[src/rtl/f1_light_ctrl.sv]
// f1_light_ctrl: F1 start-light sequencer; fills lights one per tick, holds for an LFSR-derived
// number of ticks, then blanks the bar with a one-cycle done pulse.
module f1_light_ctrl #(
    parameter int TICK_DIV  = 24,
    parameter int NLIGHTS   = 8,
    parameter int LFSR_W    = 4,
    parameter int MIN_DELAY = 1
) (
    input  logic               clk,
    input  logic               rst,
    input  logic               trigger,
    input  logic               abort,
    input  logic [LFSR_W-1:0]  lfsr_data,
    output logic               lfsr_en,
    output logic [NLIGHTS-1:0] data_out,
    output logic               busy,
    output logic               done
);
    localparam logic [1:0] IDLE   = 2'd0;
    localparam logic [1:0] LIGHTS = 2'd1;
    localparam logic [1:0] HOLD   = 2'd2;
    localparam int TW = $clog2(TICK_DIV);
    localparam int DW = LFSR_W + 1;

    logic [1:0]         state;
    logic [TW-1:0]      tick_cnt;
    logic [DW-1:0]      delay_cnt;
    logic [NLIGHTS-1:0] lit_nxt;
    logic               tick;

    assign lfsr_en = state == IDLE;
    assign tick    = tick_cnt == TW'(TICK_DIV - 1) && state != IDLE;
    assign lit_nxt = {data_out[NLIGHTS-2:0], 1'b1};

    always_ff @(posedge clk or negedge rst) begin
        if (!rst) begin
            state     <= IDLE;
            data_out  <= '0;
            busy      <= 1'b0;
            done      <= 1'b0;
            tick_cnt  <= '0;
            delay_cnt <= '0;
        end else begin
            done <= 1'b0;
            if (abort) begin
                state     <= IDLE;
                data_out  <= '0;
                busy      <= 1'b0;
                tick_cnt  <= '0;
                delay_cnt <= '0;
            end else begin
                tick_cnt <= (state == IDLE || tick) ? '0 : tick_cnt + TW'(1);
                case (state)
                    IDLE: begin
                        state <= trigger ? LIGHTS : IDLE;
                        busy  <= trigger;
                    end
                    LIGHTS: if (tick) begin
                        data_out <= lit_nxt;
                        if (&lit_nxt) begin
                            state     <= HOLD;
                            delay_cnt <= DW'(lfsr_data) + DW'(MIN_DELAY);
                        end
                    end
                    HOLD: if (tick) begin
                        // a zero count (MIN_DELAY=0, lfsr=0) finishes like a count of one
                        if (delay_cnt > DW'(1)) begin
                            delay_cnt <= delay_cnt - DW'(1);
                        end else begin
                            state    <= IDLE;
                            busy     <= 1'b0;
                            data_out <= '0;
                            done     <= 1'b1;
                        end
                    end
                    default: begin
                        state <= IDLE;
                        busy  <= 1'b0;
                    end
                endcase
            end
        end
    end
endmodule

[config.mk]
export PLATFORM = sky130hd
export DESIGN_NAME = f1_light_ctrl
export DESIGN_NICKNAME = d
export VERILOG_FILES = /design/src/rtl/f1_light_ctrl.sv
export SDC_FILE = /design/constraint.sdc
export NUM_CORES = 1
export LEC_CHECK = 0
export CORE_UTILIZATION = 28
export DETAILED_ROUTE_END_ITERATION = 8
export PLACE_DENSITY = 0.5
export SLEW_MARGIN = 20
export SYNTH_ARGS = -nofsm -noshare
export SYNTH_HDL_FRONTEND = slang
export SYNTH_SLANG_ARGS = --single-unit
[constraint.sdc]
create_clock -name clk -period 3 [get_ports clk]
set_clock_uncertainty 0.05 [all_clocks]
set_input_delay 0.6 -clock clk [delete_from_list [all_inputs] [get_ports clk]]
set_output_delay 0.6 -clock clk [all_outputs]
set_load 0.03 [all_outputs]
==> metrics.md, run 1 <==
| Metric | Value |
|---|---|
| Distinct cells, synth | 39 |
| Max Fclk | 409.9 MHz |
| Worst-path clk slew | 0.08 ns |
| Setup CP Type | register to primary output |
| Post-synth EDFFs | 0 |
| Status | finished, final reports clean |
| Layout cells sized above 1 | 0.1379 |
| Synth Area in Compound Gates | 0.2022 |
| Crit path DAT | 1.79 ns |
| R2r worst-path depth | 6 |
| Nature of the critical path endpoint | primary output |
| Later-pin clock latency in the skew report | 0.26 ns |
| Initial DRC Count | 90 |
| Fin. max-slew vios | 0 |
| Fillers | 426 |
| Number of global-route vias before repair | 1036 |
| Seq cells post-synth | 22 |
| CTS resizes | 0 |
| # diodes | 0 |
| Vias/cell | 5.350 |
| Fin crit share | 0.8132 |
| R2R Setup Slk | 1.07 ns |
| Die Y | 69.48 um |
| Postcts setup bufs | 0 |
| Xor and xnor area share after synthesis | 0.03435 |
| Cells after Synth | 125 |
| Max_cap viols | 0 |
| Wirelength per Cell | 14.59 um |
| Layout Nets | 158 |
| Clock tree sinks | 22 |
| Crit-path max FO | 8 |
| CP bufs+invs | 1 |
| CTS buffer count | 3 |
| CP required | 2.35 ns |
| CTS tree | yes |
| Unrepaired setup endpoints after global routing | no |
| Critical path's largest stage delay | 0.73 ns |
| Full die area | 4827 um^2 |
| CTS root buffer | clkbuf_8 |
| Worst vdd ir | 0.2318 mV |
| Min-delay src | tick_cnt[0] |
| Final WS setup | 0.5604 ns |
| Post-Syn Area per Cell | 10.20 um^2 |
| Slew of the pin with the lowest slew margin | 0.4422 ns |
| Pre-CTS WS | 0.6999 ns |
| Initial antenna violation count | 0 |
| RR Endpoint | delay_cnt[4] |
| Synth area leaders | dfrtp_1 (43%), nand4_1 (4.4%), a21oi_1 (4.3%) |
| I/O pin total | 19 |
| Hold Path End | tick_cnt[0] |
| Synth Area in Adders | 0.03925 |
| Via count | 1054 |
| Synth area leader | dfrtp_1 |
| Slew HR | 0.7042 |
| Share of the synthesized area in the top cell type | 0.4318 |
| Largest net degree at the start of global routing | 23 |
| Yosys warns | 0 |
| Buffers added on ports | 18 |
| Clk buf depth | 2 |
| Syn Std Cell Area | 1275 um^2 |
| Async SR Flop Fraction | 1.000 |
| Top-count cell post-synth | dfrtp_1 |
| Initial core utilization | 0.2928 |
| Core area | 4354 um^2 |
| Crit-path cells | nor2_1, clkdlybuf4s50_1 |
| Worst Hold Class | register to register |
| Routed WL | 2875 um |
| Leak | 0.6215 nW |
| First-pass GRT wire length | 5030 um |
| Setup violators final | 0 |
| H-tree levels | 1 |
| Antenna viol nets, final | 0 |
| Critical R2R Launch | tick_cnt[0] |
| Setup tns final | 0 ns |
| Post-synth top flop | dfrtp_1 |
| Register area share after synthesis | 0.4318 |
| CTS Hold Bufs | 0 |
| DRT Pass-1 Iters | 4 |
| Total grt overflow | 0 |
| Residual DRC count | 0 |
| Largest delay share family, worst path | buffers and inverters |
| Critical Path Slowest Stage Cell | clkdlybuf4s50_1 |
| Final hold vios | 0 |
| Pwr dens | 518.0 nW/um^2 |
| Hold Path Cell Cnt | 1 |
| CP Launch Type | register |
| Area grow syn2layout | 22.96% |
| Post-synthesis mux area share | 0.04318 |
| Overall power | 0.8121 mW |
| Std-Cell Rows | 24 |
| Synth top cells by count | dfrtp_1 (22), a21oi_1 (11), nand4_1 (9), nor2_1 (9), o21ai_1 (8) |
| DPL Wire Length | 2046 um |
| Post-Synth Simple-Gate Area | 0.2051 |
| Final core utilization | 0.3601 |
| Post-Syn Nets | 137 |
| Placer Congestion | 0.8092 |
| Shortest period the worst path allows | 2.440 ns |
| Main combinational cell family by area after synthesis | simple AND/OR/NAND/NOR gates |
| Die Wd | 69.48 um |
| Tot GR Track Use | 0.1290 |
[power by group]
part,total (mW),internal (mW),switching (mW)
Combinational,0.237,0.104,0.133
Clock,0.214,0.117,0.0969
Sequential,0.361,0.321,0.0404
Total,0.812,0.542,0.270
[worst max-delay path by stage]
| stage | slack (ns) | start | cells after the start | end |
|---|---|---|---|---|
| finish | 0.56 | state[1] | 2 | lfsr_en |
| global route | 0.48 | state[1] | 2 | lfsr_en |
| CTS | 0.54 | state[1] | 2 | lfsr_en |
| detailed placement | 0.70 | abort | 4 | delay_cnt[4] |
| global placement | 0.74 | abort | 4 | delay_cnt[4] |
| floorplan | 1.23 | tick_cnt[0] | 5 | delay_cnt[2] |
[through the flow]
| stage | cells | hold slack [ns] | cell area (um^2) |
|---|---|---|---|
| floorplan | 125 | 0.2544 | 1275 |
| global placement | 193 | 0.3915 | 1513 |
| detailed placement | 193 | 0.3991 | 1513 |
| CTS | 197 | 0.4102 | 1568 |
| global route | 197 | 0.4327 | 1568 |
| finish | 197 | 0.4073 | 1568 |
[state kept, by name, summed over array words and instances (netlist names)]
signal and flops:
state 2, data_out 8, delay_cnt 5, tick_cnt 5, busy 1, done 1
[layout by cell type, fill, tap and decap left out, drive strengths merged]
| cell | n |
|---|---|
| xnor2 | 2 |
| nor4 | 1 |
| nor2 | 9 |
| o31ai | 2 |
| mux2 | 3 |
| buf | 4 |
| o21ai | 8 |
| nor3 | 6 |
| nand4 | 9 |
| a31oi | 3 |
| a211oi | 4 |
| a21oi | 11 |
| nand2b | 2 |
| dfrtp | 22 |
| clkbuf | 4 |
| nand2 | 3 |
| nor2b | 2 |
| a211o | 2 |
| o31a | 2 |
| nor3b | 2 |
| xor2 | 3 |
| nand4b | 2 |
| o311ai | 1 |
| ha | 4 |
| o21bai | 1 |
| mux2i | 1 |
| a22o | 1 |
| inv | 5 |
| and3 | 1 |
| or3 | 1 |
| and4b | 1 |
| nand3 | 5 |
| clkdlybuf4s50 | 18 |
[layout make-up]
class / instances / area [um^2] / area share
inverters: 5 / 18.77 / 0.01197
repair buffers: 22 / 210.2 / 0.1341
multi-input cells: 92 / 668.1 / 0.4262
flip-flops and latches: 22 / 550.5 / 0.3512
well taps: 52 / 65.06 / 0.04150
clock buffers: 4 / 55.05 / 0.03512
[cells by family (layout without fill, tap and decap cells)]
group | count (synthesis) | in the layout
simple gates | 44 | 44
mux | 4 | 4
fa+ha+maj | 4 | 4
buf+inv | 11 | 31
compound gates | 35 | 35
xor+xnor | 5 | 5
flops | 22 | 22
[routing by layer]
metal,share of wire,GRT usage
met4,0.0042,0.03175
met5,0,0
met3,0.045,0.02471
met2,0.44,0.1888
met1,0.51,0.1944
[worst register-to-register path, stage by stage, from the launching register on]
cell	delay, ns
dfrtp_1	0.37
ha_1	0.23
nand4b_1	0.11
buf_4	0.19
o31ai_4	0.32
o31a_4	0.25
mux2_4	0.30
(Power assumes the default switching activity.)
==> inputs of run 2 (changes only) <==
Settings changed: PLACE_DENSITY 0.5 to 0.51.
Clock period 3 ns to 2.2 ns, I/O delays scaled along.
==> run 2 against run 1 <==
Compared with the run above:
- worst setup slack lost 0.47 ns
- flip-flop and latch count is the same
- clock-buffer cell count is the same
- combinational power grew 45%
- die area is the same
- utilization grew 0.52 points
- global-route usage grew 0.30 points
- sequential share of layout area shrank 0.50 points
- hold slack gained 0.012 ns
- non-clock buffer count grew 3
- critical path type unchanged
- critical endpoint unchanged
- largest cell class unchanged
==> metrics.md, run 2 (synthesized netlist as in run 1, its figures left out) <==
| Metric | Value |
|---|---|
| Status | finished, final reports clean |
| Die Wd | 69.48 um |
| CTS root buffer | clkbuf_8 |
| Largest delay share family, worst path | buffers and inverters |
| Comb power frac | 0.306 |
| Worst-path clk slew | 0.08 ns |
| Final hold vios | 0 |
| Clock tree sinks | 22 |
| Max reg flops | 8 |
| Final Cell Area | 1590 um^2 |
| Slew of the pin with the lowest slew margin | 0.4485 ns |
| Setup CP Type | register to primary output |
| H-tree levels | 1 |
| Worst vdd ir | 0.3680 mV |
| Core area | 4354 um^2 |
| Total grt overflow | 0 |
| Buffers added on ports | 18 |
| M1 WL | 1510 um |
| Crit path DAT | 1.62 ns |
| Largest net degree at the start of global routing | 23 |
| Met2 routed WL | 1277 um |
| DP Cell Count | 196 |
| CTS Hold Bufs | 0 |
| Switching power | 0.3735 mW |
| Initial core utilization | 0.2928 |
| Nature of the critical path endpoint | primary output |
| Vias/cell | 5.175 |
| CP Launch Type | register |
| Clk buf depth | 2 |
| Std-Cell Rows | 24 |
| Wirelength per Cell | 14.54 um |
| Fin. max-slew vios | 0 |
| Sequential Power Share | 0.434 |
| Worst Hold Class | register to register |
| Placer Congestion | 0.7500 |
| # diodes | 0 |
| Initial DRC Count | 61 |
| CTS tree | yes |
| CTS resizes | 0 |
| Layout cells sized above 1 | 0.1554 |
| DRT Pass-1 Iters | 4 |
| Crit-path cells | nor2_1, clkdlybuf4s50_1 |
| Full die area | 4827 um^2 |
| Top Layer Used | met4 |
| Routed WL | 2907 um |
| Setup violators final | 0 |
| Area grow syn2layout | 24.73% |
| Sw Ratio | 0.3323 |
| First-pass GRT wire length | 5106 um |
| Internal Power | 0.7505 mW |
| CP required | 1.71 ns |
| Crit-path max FO | 2 |
| Postcts setup bufs | 0 |
| I/O pin total | 19 |
| Critical path's largest stage delay | 0.72 ns |
| Via count | 1035 |
| Initial antenna violation count | 0 |
| Critical Path Slowest Stage Cell | clkdlybuf4s50_1 |
| Die Y | 69.48 um |
| Area post-placement | 1535 um^2 |
| Post-Layout Cell Count | 200 |
| Biggest regs | data_out: 8 flops, delay_cnt: 5 flops, tick_cnt: 5 flops |
| WL met3 | 109 um |
| Leak | 0.6362 nW |
| Max Fclk | 473.2 MHz |
| Setup tns final | 0 ns |
| Commonest non-fill, non-tap cells in the layout | dfrtp_1 (22), clkdlybuf4s50_1 (18), a21oi_1 (11) |
| CP bufs+invs | 1 |
| Unrepaired setup endpoints after global routing | no |
| Clock power frac | 0.260 |
| CTS buffer count | 3 |
| Antenna viol nets, final | 0 |
| Pwr dens | 706.8 nW/um^2 |
| Layout Nets | 161 |
| Tot GR Track Use | 0.1320 |
| Number of global-route vias before repair | 1088 |
| DPL Wire Length | 2088 um |
| Most common cell after layout, fill and taps aside | dfrtp_1 |
| Slew HR | 0.7001 |
| Max_cap viols | 0 |
| Residual DRC count | 0 |
| Later-pin clock latency in the skew report | 0.26 ns |
| Top reg by flops | data_out |
| Fin crit share | 0.9605 |
| Shortest period the worst path allows | 2.113 ns |
[run 2: changes by cell type in the layout (fill, tap and decap cells not counted)]
cell	change
buf_4	+3
[run 2: final cells by class]
type / instances / area (um^2)
fillers: 430 / 2764
multi-input cells: 92 / 668.1
flip-flops and latches: 22 / 550.5
repair buffers: 25 / 232.7
well taps: 52 / 65.06
clock buffers: 4 / 55.05
inverters: 5 / 18.77
[run 2: through the flow]
stage | setup WS, ns | hold WS [ns] | total power, mW | utilization
2_1_floorplan | 0.4252 | 0.09441 | 0.7305 | -
3_3_place_gp | 0.2553 | 0.3931 | 0.8343 | 0.3526
3_5_place_dp | 0.2212 | 0.4080 | 0.8387 | 0.3526
4_1_cts | 0.08891 | 0.4190 | 1.136 | 0.3652
5_1_grt | 0.04525 | 0.4323 | 1.201 | 0.3652
6_report | 0.08685 | 0.4189 | 1.124 | 0.3652
[run 2: path summary, 6_finish.rpt]
| path | slack [ns] | endpoint | depth (start not counted) | start |
|---|---|---|---|---|
| min in group asynchronous | 0.47 | delay_cnt[2] | 2 | rst |
| max in group asynchronous | 1.38 | tick_cnt[2] | 2 | rst |
| max | 0.09 | lfsr_en | 2 | state[1] |
| max reg2reg | 0.29 | delay_cnt[3] | 5 | tick_cnt[0] |
| min reg2reg | 0.42 | tick_cnt[0] | 1 | tick_cnt[0] |
| min | 0.42 | tick_cnt[0] | 1 | tick_cnt[0] |
[run 2: power by group through the flow]
stage / Clock [mW] / Combinational (mW) / Sequential [mW]
final: 0.292 / 0.344 / 0.487
after global routing: 0.323 / 0.382 / 0.496
after CTS: 0.303 / 0.346 / 0.487
after detailed placement: 0 / 0.344 / 0.495
after global placement: 0 / 0.341 / 0.493
after floorplan: 0 / 0.237 / 0.494
[run 2: worst register-to-register path, delay by kind of cell, from the launching register on]
kind                       cells  cell delay, ns
AOI/OAI and AO/OA              2            0.60
DFF                            1            0.38
muxes                          1            0.30
adders and majority gates      1            0.24
and+or+nand+nor                1            0.23
[run 2: layer usage]
layer / up-vias / global-route usage
li1: 515 / -
met1: 503 / 0.1830
met2: 15 / 0.2017
met3: 2 / 0.03924
met4: 0 / 0.03175
met5: - / 0
==> inputs of run 3 (changes only) <==
Settings changed: PLACE_DENSITY 0.51 to 0.5.
Clock period 2.2 ns to 2 ns, I/O delays scaled along.
==> run 3 against run 2 <==
Compared with the run above:
- wire length fell by 1.2%
- critical path depth rose by 4
- largest power group unchanged
- clock power rose by 11%
- critical path type is now register to register
- sequential share of layout area fell by 0.30 points
==> metrics.md, run 3 (synthesized netlist as in run 1, its figures left out) <==
| Metric | Value |
|---|---|
| Area post-placement | 1543 um^2 |
| DRT Pass-1 Iters | 4 |
| Unrepaired setup endpoints after global routing | no |
| Layout cells sized above 1 | 0.1667 |
| Setup tns final | 0 ns |
| Clock tree sinks | 22 |
| Initial DRC Count | 97 |
| Max reg flops | 8 |
| Post-Layout Cell Count | 202 |
| Wirelength per Cell | 14.21 um |
| Routed WL | 2871 um |
| # diodes | 0 |
| CTS root buffer | clkbuf_8 |
| Std-Cell Rows | 24 |
| CP bufs+invs | 1 |
| Slew HR | 0.6910 |
| Clk buf depth | 2 |
| Max Fclk | 530.0 MHz |
| First-pass GRT wire length | 4899 um |
| Later-pin clock latency in the skew report | 0.26 ns |
| Tot GR Track Use | 0.1272 |
| Area grow syn2layout | 25.81% |
| Final hold vios | 0 |
| Fin. max-slew vios | 0 |
| Worst vdd ir | 0.3459 mV |
| Overall power | 1.242 mW |
| Commonest non-fill, non-tap cells in the layout | dfrtp_1 (22), clkdlybuf4s50_1 (17), a21oi_1 (11) |
| Residual DRC count | 0 |
| Antenna viol nets, final | 0 |
| CTS Hold Bufs | 0 |
| Fillers | 433 |
| Largest net degree at the start of global routing | 23 |
| Core area | 4354 um^2 |
| Final Cell Area | 1604 um^2 |
| Via count | 1033 |
| I/O pin total | 19 |
| Worst-path clk slew | 0.08 ns |
| Initial antenna violation count | 0 |
| Worst Hold Class | register to register |
| Placer Congestion | 0.7535 |
| H-tree levels | 1 |
| Critical Path Slowest Stage Cell | dfrtp_1 |
| Crit-path cells | inv_1, ha_1, o21bai_2, a211oi_2, o31a_4, mux2_4 |
| Vias/cell | 5.114 |
| DPL Wire Length | 2137 um |
| Top reg by flops | data_out |
| Buffers added on ports | 18 |
| Full die area | 4827 um^2 |
| Largest delay share family, worst path | compound AO/OA/AOI/OAI gates |
| Nature of the critical path endpoint | register |
| CP Launch Type | register |
| Fin crit share | 0.9434 |
| Leak | 0.6460 nW |
| Die Y | 69.48 um |
| Biggest regs | data_out: 8 flops, delay_cnt: 5 flops, tick_cnt: 5 flops |
| CTS buffer count | 3 |
| Setup violators final | 0 |
| Hold Slack | 0.4114 ns |
| CTS tree | yes |
| Initial core utilization | 0.2928 |
| Number of global-route vias before repair | 982 |
| Critical path's largest stage delay | 0.41 ns |
| Status | finished, final reports clean |
| Pwr dens | 774.5 nW/um^2 |
| DP Cell Count | 197 |
| Crit-path max FO | 5 |
| Setup CP Type | register to register |
| Max_cap viols | 0 |
| Slew of the pin with the lowest slew margin | 0.4620 ns |
| Total grt overflow | 0 |
| R2R Setup Slk | 0.11 ns |
| Most common cell after layout, fill and taps aside | dfrtp_1 |
| CP required | 2.11 ns |
| Die Wd | 69.48 um |
| Shortest period the worst path allows | 1.887 ns |
| Crit path DAT | 1.99 ns |
| Layout Nets | 163 |
run 3: cell types whose count changed in the layout (fill, tap and decap cells not counted), sizes merged:
| cell | previous run | this run |
|---|---|---|
| buf | 7 | 9 |
| clkdlybuf4s50 | 18 | 17 |
| dlygate4sd2 | 0 | 1 |
run 3: timing repair:
| action | CTS | global route |
|---|---|---|
| resized for setup | 1 | 0 |
| pin swaps | 0 | 1 |
| setup endpoints to repair | 1 | 3 |
| setup buffers | 0 | 1 |
run 3: worst paths after layout:
kind                               from      endpoint  cells past startpoint
hold / removal              tick_cnt[0]   tick_cnt[0]                      1
max in group asynchronous           rst   data_out[5]                      2
hold reg to reg             tick_cnt[0]   tick_cnt[0]                      1
min in group asynchronous           rst  delay_cnt[2]                      2
setup reg to reg           delay_cnt[1]  delay_cnt[4]                      6
setup / recovery           delay_cnt[1]  delay_cnt[4]                      6
run 3: metal layers:
metal / GRT usage / share of wire
met1: 0.1846 / 0.50
met2: 0.1931 / 0.45
met5: 0 / 0
met3: 0.03343 / 0.041
met4: 0.02041 / 0.0045
run 3: through the flow:
step	setup WS, ns	utilization
6_report	0.1132	0.3684
5_1_grt	0.03644	0.3684
4_1_cts	0.04421	0.3667
3_5_place_dp	0.03257	0.3543
3_3_place_gp	0.08035	0.3543
2_1_floorplan	0.2252	-
run 3: cell type report:
cell class,instances,area (um^2),share of cell area
Tap cell,52,65.06,0.04056
Inverter,5,18.77,0.01170
Timing Repair Buffer,27,246.5,0.1537
Clock buffer,4,55.05,0.03432
Sequential cell,22,550.5,0.3432
Multi-Input combinational cell,92,668.1,0.4165
run 3: power by group:
group	leakage, nW	total (mW)	switching [mW]	internal [mW]
sequential	0.300	0.530	0.0489	0.481
combinational	0.318	0.388	0.213	0.175
clock	0.0288	0.324	0.149	0.176
total	0.646	1.24	0.411	0.831
==> RTL edit (config.mk and constraints of run 3) <==
Set the parameter `LFSR_W` to 6 (it was 4).
--- a/src/rtl/f1_light_ctrl.sv
+++ b/src/rtl/f1_light_ctrl.sv
@@ -4,5 +4,5 @@
     parameter int TICK_DIV  = 24,
     parameter int NLIGHTS   = 8,
-    parameter int LFSR_W    = 4,
+    parameter int LFSR_W    = 6,
     parameter int MIN_DELAY = 1
 ) (
Interface: changed (resized lfsr_data); port bits go from 19 to 21. No check against the original RTL was run, so the function may have changed too.
==> RTL edit against run 3 <==
  * Wire length increased by 17%
  * Via count is 20% higher
  * Maximum frequency up 1.2%
  * Synthesized cell count rose by 28%
  * Cell area rose by 11%
  * Largest cell class unchanged
  * Worst setup slack improved by 0.023 ns
  * Synthesized area rose by 12%
  * Sequential cell count up 2
  * Sequential share of layout area shrank 0.64 points
Power is not compared: it rests on default switching activity, and its combinational part moved more than twofold at a synthesized area within 25%.
==> RTL edit: results (changes against run 3) <==
status: "complete, no violations"
grt_pass1_wl_mm: 5.82  # +19%
grt_pass1_vias: 1226  # +25%
synth_area_leaders: "dfrtp_1 42%, a21oi_1 6.0%, nor2_1 5.8%"
timing.hold.ws_ns: 0.411  # -0.000504 ns
synth_seq_area_share_pct: 42.1  # -1.1 points
reg2reg_slack_ns: 0.16  # +0.05 ns
synth_fp_nets: 174  # +27%
tightest_slew_ns: 0.514  # +0.0522 ns
grt.total_usage_pct: 14.2  # +1.5 points
r2r_end: "delay_cnt[1]$_DFFE_PN0P_"
r2r_start: "tick_cnt[0]$_DFF_PN0_"
portBuffers: 20  # +2
dp.cells: 246  # +25%
nets: 198  # +21%
reg_top3: "data_out (8), delay_cnt (7), tick_cnt (5)"
crit_slowest_cell: "clkdlybuf4s50_1"
placed_area_sq_um: 1730  # +12%
dpl_worst_slack_ns: 0.121  # +0.0886 ns
crit_family: "buffers and inverters"
startpoint: "data_out[0]$_DFFE_PN0P_"
wl_per_cell_microns: 13.5  # -5.1%
initialDrtViolationCount: 124  # +28%
wirelength_mm: 3.37  # +17%
hpwl_mm: 2.45  # +14%
worstPathArrival_ns: 1.41  # -0.58 ns
max_stage_delay_ns: 0.70  # +0.29 ns
grt_start_max_net_pins: 25  # +8.7%
drive_gt1_share_pct: 10.9  # -5.7 points
synthTopCellsByCount: "24 x dfrtp_1, 22 x nor2_1, 17 x a21oi_1, 17 x nand2_1, 8 x nand4_1"
RTL edit: changes by cell type after synthesis, moves of 3 or more:
cell,run 3,this run
a211oi_1,3,0
a21oi_1,11,17
buf_2,0,4
mux2_4,3,0
nand2_1,3,17
nand2b_1,1,4
nor2_1,9,22
o21ai_0,0,3
o21ai_1,8,0
RTL edit: logic make-up (layout without fill, tap and decap cells):
family / after synthesis / count (layout) / synth area share [%]
xor gates and xnor gates: 7 / 7 / 4.29
buffers and inverters: 12 / 35 / 3.51
muxes: 2 / 2 / 1.40
and+or+nand+nor: 77 / 77 / 29.5
DFF: 24 / 24 / 42.1
adders and majority gates: 4 / 4 / 3.51
AOI/OAI and AO/OA: 34 / 34 / 15.7
RTL edit: worst max-delay path by stage:
stage	slack, ns	to	cells past startpoint
floorplan	0.27	delay_cnt[1]$_DFFE_PN0P_	5
global placement	0.06	delay_cnt[6]$_DFFE_PN0P_	6
detailed placement	0.12	delay_cnt[6]$_DFFE_PN0P_	6
CTS	0.12	data_out[0]	1
global route	0.05	delay_cnt[1]$_DFFE_PN0P_	6
finish	0.14	data_out[0]	1
RTL edit: power by group through the flow:
stage	clock [uW]	combinational [uW]	sequential [uW]
2_1_floorplan	0	45.9	511
6_report	336	102	497
5_1_grt	388	114	498
4_1_cts	350	104	497
3_5_place_dp	0	104	506
3_3_place_gp	0	104	506
RTL edit: cell type report:
class	count	area, sq um	share of cell area (%)
clock buffers	4	55.1	3.09
inverters	4	15.0	0.842
well taps	67	83.8	4.70
flip-flops and latches	24	601	33.7
multi-input cells	124	777	43.6
repair buffers	27	251	14.1
RTL edit: routing by layer:
metal,global-route usage [%],wire (microns),share of wire (%),up-vias
li1,-,-,-,614
met1,19.3,1610,48,604
met2,23.4,1630,48,22
met3,2.06,84,2.5,4
met4,4.49,40,1.2,0
met5,0,0,0,-
